<file path="config.mk">
export PLATFORM = sky130hd
export DESIGN_NAME = axi_interconnect_fifogen_gray2dec_flat
export DESIGN_NICKNAME = d
export VERILOG_FILES = /design/src/rtl/axi_interconnect_fifogen_gray2dec_if.sv /design/src/rtl/axi_interconnect_fifogen_gray2dec.sv /design/src/flat_wrapper.sv
export SDC_FILE = /design/constraint.sdc
export NUM_CORES = 1
export LEC_CHECK = 0
export CAP_MARGIN = 15
export CORE_MARGIN = 2
export CORE_UTILIZATION = 25
export CTS_CLUSTER_SIZE = 25
export DETAILED_ROUTE_END_ITERATION = 12
export PLACE_DENSITY = 0.52
export SLEW_MARGIN = 10
export SYNTH_ARGS = -nofsm -noshare
export SYNTH_HDL_FRONTEND = slang
export SYNTH_SLANG_ARGS = --single-unit
</file>
<file path="constraint.sdc">
create_clock -name clk_sys -period 2.6 [get_ports clk_sys]
set_input_delay 0.52 -clock clk_sys [delete_from_list [all_inputs] [get_ports clk_sys]]
set_output_delay 0.52 -clock clk_sys [all_outputs]
set_load 0.01 [all_outputs]
</file>
<file path="src/rtl/axi_interconnect_fifogen_gray2dec_if.sv">
// Pointer bus for the Gray-to-binary converter: Gray word in, binary word out,
// each with its own qualifier.
interface axi_interconnect_fifogen_gray2dec_if #(
   parameter int DW = 16
) ();
   logic          ivalid;
   logic [DW-1:0] idata;
   logic          ovalid;
   logic [DW-1:0] odata;

   modport master (output ivalid, output idata, input ovalid, input odata);
   modport slave  (input ivalid, input idata, output ovalid, output odata);
endinterface

</file>
<file path="src/rtl/axi_interconnect_fifogen_gray2dec.sv">
// Pipelined Gray-to-binary pointer decoder: the prefix-XOR chain is cut MSB-first
// into PIPE_STAGES register stages, each resolving one segment of bits.
module axi_interconnect_fifogen_gray2dec #(
   parameter int PIPE_STAGES = 2,
   parameter int DW          = 16,
   parameter int U_DLY       = 1
) (
   input  logic                                clk_sys,
   input  logic                                rst,
   input  logic                                ce,
   axi_interconnect_fifogen_gray2dec_if.slave  bus
);

   // U_DLY only matters to delay-annotated simulation models; no delay is applied here.
   localparam int UNUSED_U_DLY = U_DLY;

   // Segment width; shrunk when ceil(DW/PIPE_STAGES) would leave trailing stages without bits.
   function automatic int calc_seg(input int dw, input int ps);
      int s;
      if (ps < 1) return dw;
      s = (dw + ps - 1) / ps;
      while (s > 1 && (ps - 1) * s >= dw) s--;
      return s;
   endfunction

   localparam int SEG = calc_seg(DW, PIPE_STAGES);

   generate
      if (PIPE_STAGES == 0) begin : g_comb
         logic          comb_run;
         logic [DW-1:0] comb_bin;
         logic          unused_ctrl;

         always_comb begin
            comb_run = 1'b0;
            comb_bin = '0;
            for (int i = DW - 1; i >= 0; i--) begin
               comb_run    = comb_run ^ bus.idata[i];
               comb_bin[i] = comb_run;
            end
         end

         assign bus.odata   = comb_bin;
         assign bus.ovalid  = bus.ivalid;
         assign unused_ctrl = clk_sys ^ rst ^ ce;
      end else begin : g_pipe
         for (genvar gi = 0; gi < PIPE_STAGES; gi++) begin : g_stage
            localparam int HI = DW - 1 - gi * SEG;
            localparam int LO = (gi == PIPE_STAGES - 1) ? 0 : DW - (gi + 1) * SEG;

            logic [DW-1:0] din;
            logic          vin;
            logic          cin;
            logic          run;
            logic [DW-1:0] conv;
            logic [DW-1:0] data_d;
            logic [DW-1:0] data_q;
            logic          valid_d;
            logic          valid_q;

            // Word layout per stage: resolved binary above HI, raw Gray at and below it.
            if (gi == 0) begin : g_first
               assign din = bus.idata;
               assign vin = bus.ivalid;
               assign cin = 1'b0;
            end else begin : g_next
               assign din = g_stage[gi-1].data_q;
               assign vin = g_stage[gi-1].valid_q;
               assign cin = g_stage[gi-1].data_q[HI+1];
            end

            always_comb begin
               conv = din;
               run  = cin;
               for (int i = DW - 1; i >= 0; i--) begin
                  if (i <= HI && i >= LO) begin
                     run     = run ^ din[i];
                     conv[i] = run;
                  end
               end
               data_d  = data_q;
               valid_d = valid_q;
               // Data only moves with a valid word so odata holds across bubbles.
               if (ce) begin
                  valid_d = vin;
                  if (vin) data_d = conv;
               end
            end

            always_ff @(posedge clk_sys) begin
               if (rst) begin
                  data_q  <= '0;
                  valid_q <= 1'b0;
               end else begin
                  data_q  <= data_d;
                  valid_q <= valid_d;
               end
            end
         end

         assign bus.odata  = g_stage[PIPE_STAGES-1].data_q;
         assign bus.ovalid = g_stage[PIPE_STAGES-1].valid_q;
      end
   endgenerate

endmodule

</file>
<file path="src/flat_wrapper.sv">
// flat-port wrapper written by rule: the top's interface ports become plain ports
module axi_interconnect_fifogen_gray2dec_flat 
#(
   parameter int PIPE_STAGES = 2,
   parameter int DW          = 16,
   parameter int U_DLY       = 1
)
  (clk_sys, rst, ce, bus_ivalid, bus_idata, bus_ovalid, bus_odata);
  axi_interconnect_fifogen_gray2dec_if #(.DW(DW)) bus_i ();
  input  logic clk_sys;
  input  logic rst;
  input  logic ce;
  input wire logic [$bits(bus_i.ivalid)-1:0] bus_ivalid;
  input wire logic [$bits(bus_i.idata)-1:0] bus_idata;
  output wire logic [$bits(bus_i.ovalid)-1:0] bus_ovalid;
  output wire logic [$bits(bus_i.odata)-1:0] bus_odata;
  assign bus_i.ivalid = bus_ivalid;
  assign bus_i.idata = bus_idata;
  assign bus_ovalid = bus_i.ovalid;
  assign bus_odata = bus_i.odata;
  axi_interconnect_fifogen_gray2dec #(.PIPE_STAGES(PIPE_STAGES), .DW(DW), .U_DLY(U_DLY)) u_core (.clk_sys(clk_sys), .rst(rst), .ce(ce), .bus(bus_i));
endmodule
</file>
; Word level (Yosys, flattened, before mapping)
; Index checks and enable logic that the tools add are counted.
[totals]
word_cells = 21
regBits = 34
inputBits = 20
[classes]
reduce_logical = 2
bitwise = 15
[ops]
columns = cell, n
row1 = 1-bit XOR, 15
row2 = 2-bit AND reduction, 2

; Depth between registers and ports, before layout
[depth]
ltp_word = 8
ltp_mapped = 5
ltp_nobuf = 5

; Worst setup path after synthesis
; No wires, ideal clock.
[synth_path]
path_type = flip-flop to flip-flop
startpoint = register u_core.g_pipe.g_stage[0].data_q[8]
endpoint = register u_core.g_pipe.g_stage[1].data_q[0], in the netlist u_core.bus.odata[0]
arrival_time_ps = 1789
synth_period_minus_slack_ps = 1909
path_slack_ps = 691
path_buffers = 0
stages_incl_launch_ff = 6
t_required_ps = 2480
path_cell_list = dfxtp_1 -> xor3_2 -> xnor3_2 -> xnor2_2 -> nor4b_1 -> a211o_1
[synth_between]
elab_chain_cells = 8
[synth_rtl]
columns = element, line_no
row1 = "start, declared", axi_interconnect_fifogen_gray2dec.sv:57  ; logic [DW-1:0] data_q;
row2 = "start signal, assigned", axi_interconnect_fifogen_gray2dec.sv:95  ; data_q <= data_d;
row3 = 1-bit XOR (8 in series), axi_interconnect_fifogen_gray2dec.sv:77  ; run = run ^ din[i];
row4 = "end signal, assigned", axi_interconnect_fifogen_gray2dec.sv:95
row5 = "end, declared", axi_interconnect_fifogen_gray2dec.sv:57
; Every way passes these cells.
; A chain may end at the register's enable or synchronous reset.

; Final worst setup path
; Ends and elaborated chain as after synthesis.

==> results_tabular.tex <==
\begin{tabular}{lr}
\hline
Metric & Value \\
\hline
\multicolumn{2}{l}{\textbf{Route}} \\
\quad Routed WL & 3040 µm \\
\quad Final antenna-violating net count & 0 \\
\quad Post-route DRC & 0 \\
\quad Average vias per placed instance & 4.13 \\
\quad DR WL/cell & 11.1 µm \\
\quad Drt first-iter violations & 40 \\
\quad Total number of vias & 1127 \\
\quad Number of optimization iterations in the first detailed-route pass & 4 \\
\multicolumn{2}{l}{\textbf{Run status}} \\
\quad Result of the run & complete, no violations \\
\multicolumn{2}{l}{\textbf{Synthesis}} \\
\quad Post-synth cell types & 21 \\
\quad Net Count, Synth & between 150 and 200 \\
\quad Area share of the largest cell type after synthesis & around half \\
\quad Avg Cell Area, Syn & between 8 and 9 µm² \\
\quad Number of synthesis warnings & 0 \\
\quad Leading post-synthesis cells by cell area & dfxtp\_1 (49\%), nand2\_1 (12\%), a21oi\_1 (8.7\%), xnor2\_1 (7.6\%), nor2\_1 (3.5\%) \\
\quad Sequential share of the synthesized area & 49.2\% \\
\quad Post-Synthesis Cell Area & 1380 µm² \\
\quad FF+latch count, synth & 34 \\
\quad Cell type with the largest total area after synthesis & dfxtp\_1 \\
\quad Instance count of the mapped netlist & around 160 \\
\multicolumn{2}{l}{\textbf{Timing}} \\
\quad Minimum hold slack & 0.455 ns \\
\quad Setup Viol. Count Final & 0 \\
\quad Final critical-path required period & 2.06 ns \\
\quad Worst Setup Slack, final & about 0.54 ns \\
\quad Maximum clock skew at final layout & between 0.0015 and 0.002 ns \\
\quad Worst-case headroom to the max-slew limit & 65.6\% \\
\quad Pin slew with the least headroom to its limit & $\sim$0.5 ns \\
\quad Max Slew Vio Count & 0 \\
\quad Unrepaired setup endpoints after global routing & false \\
\quad Setup\_tns & 0 ns \\
\quad Final Hold Viols & 0 \\
\quad FMAX & 485 MHz \\
\quad Crit share post-route & 79.4\% \\
\multicolumn{2}{l}{\textbf{Pwr}} \\
\quad Pwr per Cell Area & 601 nW/µm² \\
\quad Switching share of total power & $\sim$25\% \\
\quad Net load switching power & 291 µW \\
\quad Sequential share of power & between 40\% and 50\% \\
\quad Share of total power in combinational logic & 17.0\% \\
\quad Static leakage power & 0.674 nW \\
\quad Peak VDD IR & 0.197 mV \\
\quad Internal cell power & 865 µW \\
\quad Clock power frac & 34.7\% \\
\quad Post-layout total power & 1.16 mW \\
\multicolumn{2}{l}{\textbf{Setup path}} \\
\quad Critical path arrival & 2.24 ns \\
\quad Slowest stage cell, crit path & xor3\_2 \\
\quad Biggest fanout along the worst timing path & 4 \\
\quad Critical Path, Cell by Cell & xor3\_2 -> xnor3\_2 -> xnor2\_2 -> nor4b\_1 -> a211o\_1 \\
\quad Maximum single-stage delay on the critical path & around 0.53 ns \\
\quad Element type at the critical path end & flip-flop \\
\quad Reg2reg setup slack & roughly 0.54 ns \\
\quad Family with the most delay on the worst path & XOR/XNOR gates \\
\quad Number of buffers and inverters on the critical path & 0 \\
\quad Startpoint kind of the worst setup timing path & flip-flop \\
\quad Critical path data required time & 2.77 ns \\
\quad Worst setup path class & reg2reg \\
\multicolumn{2}{l}{\textbf{Layout}} \\
\quad Net count of the finished layout & 220 \\
\quad Post-route standard cell area excluding fillers & just under 2000 µm² \\
\quad Relative area change from synthesis to final layout & 39.1\% \\
\quad Layout cells sized above 1 & 7.96\% \\
\quad Util after Layout & 35.4\% \\
\quad Final Non-Filler Cells & about 270 \\
\quad Filler Cells Inserted & $\sim$570 \\
\quad Antenna diode count & 0 \\
\multicolumn{2}{l}{\textbf{Placed design}} \\
\quad Number of cells in the design after placement & $\sim$270 \\
\quad Standard cell area after detailed placement & 1830 µm² \\
\quad Global placer's final weighted congestion & 0.742 \\
\quad Count of input and output buffers & 36 \\
\quad HPWL after detailed placement & 2160 µm \\
\quad Post-place setup slack & 0.410 ns \\
\multicolumn{2}{l}{\textbf{Clocking}} \\
\quad Clock sink count & 34 \\
\quad Root buffer selected by CTS & clkbuf\_8 \\
\quad Clock buffer depth & 2 \\
\quad Register clock-pin slew on the reported worst setup and hold paths & 0.07 ns \\
\quad Number of hold buffers added after CTS & 0 \\
\quad Post-CTS Resized & 0 \\
\quad Number of buffers added by the clock tree synthesis step & 5 \\
\quad Worst-skew pair later-pin latency & 0.28 ns \\
\quad CTS tree & yes \\
\quad Buffers inserted during post-CTS setup optimization & 0 \\
\quad Total number of H-tree levels & 2 \\
\multicolumn{2}{l}{\textbf{Global routing}} \\
\quad Antenna violations before repair & 0 \\
\quad Met1 Track Usage GR & 13.8\% \\
\quad Global-route wire length before repair & 5060 µm \\
\quad GR Layer Usage met2 & between 10\% and 20\% \\
\quad GRT met3 Usage & 3.22\% \\
\quad Pin count of the biggest net entering global routing & 20 \\
\quad Vias in the first global route & 1103 \\
\quad Overflow after GRT & 0 \\
\quad Total routing usage reported by global routing & 10.9\% \\
\quad Routing layer with the top usage in global route & met2 \\
\multicolumn{2}{l}{\textbf{Floorplanning}} \\
\quad \# IOs & 37 \\
\quad Placeable core region & between 5000 and 6000 µm² \\
\quad Initial core utilization & 25.4\% \\
\quad \# rows & 27 \\
\quad Die Span X & 78.4 µm \\
\quad Die Y-Extent & between 70 and 80 µm \\
\quad Area of the die & 6140 µm² \\
\multicolumn{2}{l}{\textbf{Flow run}} \\
\quad Number of maximum-capacitance constraint violations & 0 \\
\multicolumn{2}{l}{\textbf{Min path}} \\
\quad Worst Hold Class & reg2reg \\
\hline
\end{tabular}
-- registers in the layout, indices dropped and copies added, names as in the netlist --
register                       flops
u_core.g_pipe.g_stage.valid_q      1
u_core.g_pipe.g_stage.data_q      16
u_core.bus.odata                  16
u_core.bus.ovalid                  1
-- cell usage in the layout (no fill, tap or decap), types with 2 or more instances in the layout --
| cell | Yosys | routed |
|---|---|---|
| clkbuf_8 | 0 | 6 |
| a211oi_1 | 6 | 6 |
| a21oi_1 | 24 | 24 |
| buf_4 | 0 | 5 |
| xor2_1 | 4 | 4 |
| clkdlybuf4s50_1 | 0 | 36 |
| nand2b_1 | 2 | 2 |
| nor2_1 | 13 | 13 |
| nand2_1 | 44 | 44 |
| dfxtp_1 | 34 | 34 |
| xnor2_1 | 12 | 12 |
| nor3_1 | 3 | 3 |
| and2_1 | 2 | 2 |
-- tightest hold or removal path, delay by kind of cell (launching register included) --
| kind | cells | cell delay [ns] |
|---|---|---|
| and+or+nand+nor | 1 | 0.05 |
| DFF | 1 | 0.31 |
| AOI/OAI and AO/OA | 1 | 0.05 |
-- cell families after synthesis --
group,count (synthesis),synth area share [%]
and+or+nand+nor,67,20.0
buffers and inverters,10,2.80
xor gates and xnor gates,19,14.8
DFF,34,49.2
AOI/OAI and AO/OA,32,13.1
-- path summary, 6_finish.rpt --
check	cells past startpoint	to	from
setup / recovery	5	u_core.bus.odata[0]	u_core.g_pipe.g_stage[0].data_q[8]
hold / removal	2	u_core.bus.odata[10]	u_core.g_pipe.g_stage[0].data_q[10]
setup reg to reg	5	u_core.bus.odata[0]	u_core.g_pipe.g_stage[0].data_q[8]
hold reg to reg	2	u_core.bus.odata[10]	u_core.g_pipe.g_stage[0].data_q[10]
-- cells in the mapped netlist (all sizes together) --
cell / number
nand2: 45
xnor3: 1
o21a: 1
a21oi: 24
dfxtp: 34
clkbuf: 8
buf: 2
and2: 2
a211oi: 6
nor3b: 1
nor3: 3
nand2b: 2
xor2: 4
xor3: 1
nor2: 13
a211o: 1
nor4b: 1
xnor2: 13
-- power by group through the flow --
stage	combinational [mW]	clock, mW	sequential (mW)
CTS	0.201	0.416	0.559
detailed placement	0.201	0	0.570
floorplan	0.127	0	0.571
global placement	0.200	0	0.570
finish	0.197	0.401	0.558
global route	0.220	0.444	0.561
-- final cells by class --
type | instances | area (µm²) | share of cell area (%)
clock buffer | 7 | 86.3 | 4.49
clock inverter | 1 | 5.00 | 0.260
multi-input combinational | 118 | 663 | 34.5
sequential | 34 | 681 | 35.4
tap | 72 | 90.1 | 4.68
timing repair buffer | 41 | 398 | 20.7
-- routing by layer --
metal	wire length (µm)	up-vias
met5	0	-
met2	1330	24
met1	1530	495
met3	115	8
li1	-	600
met4	73	0
Power figures use the tool's default switching activity.
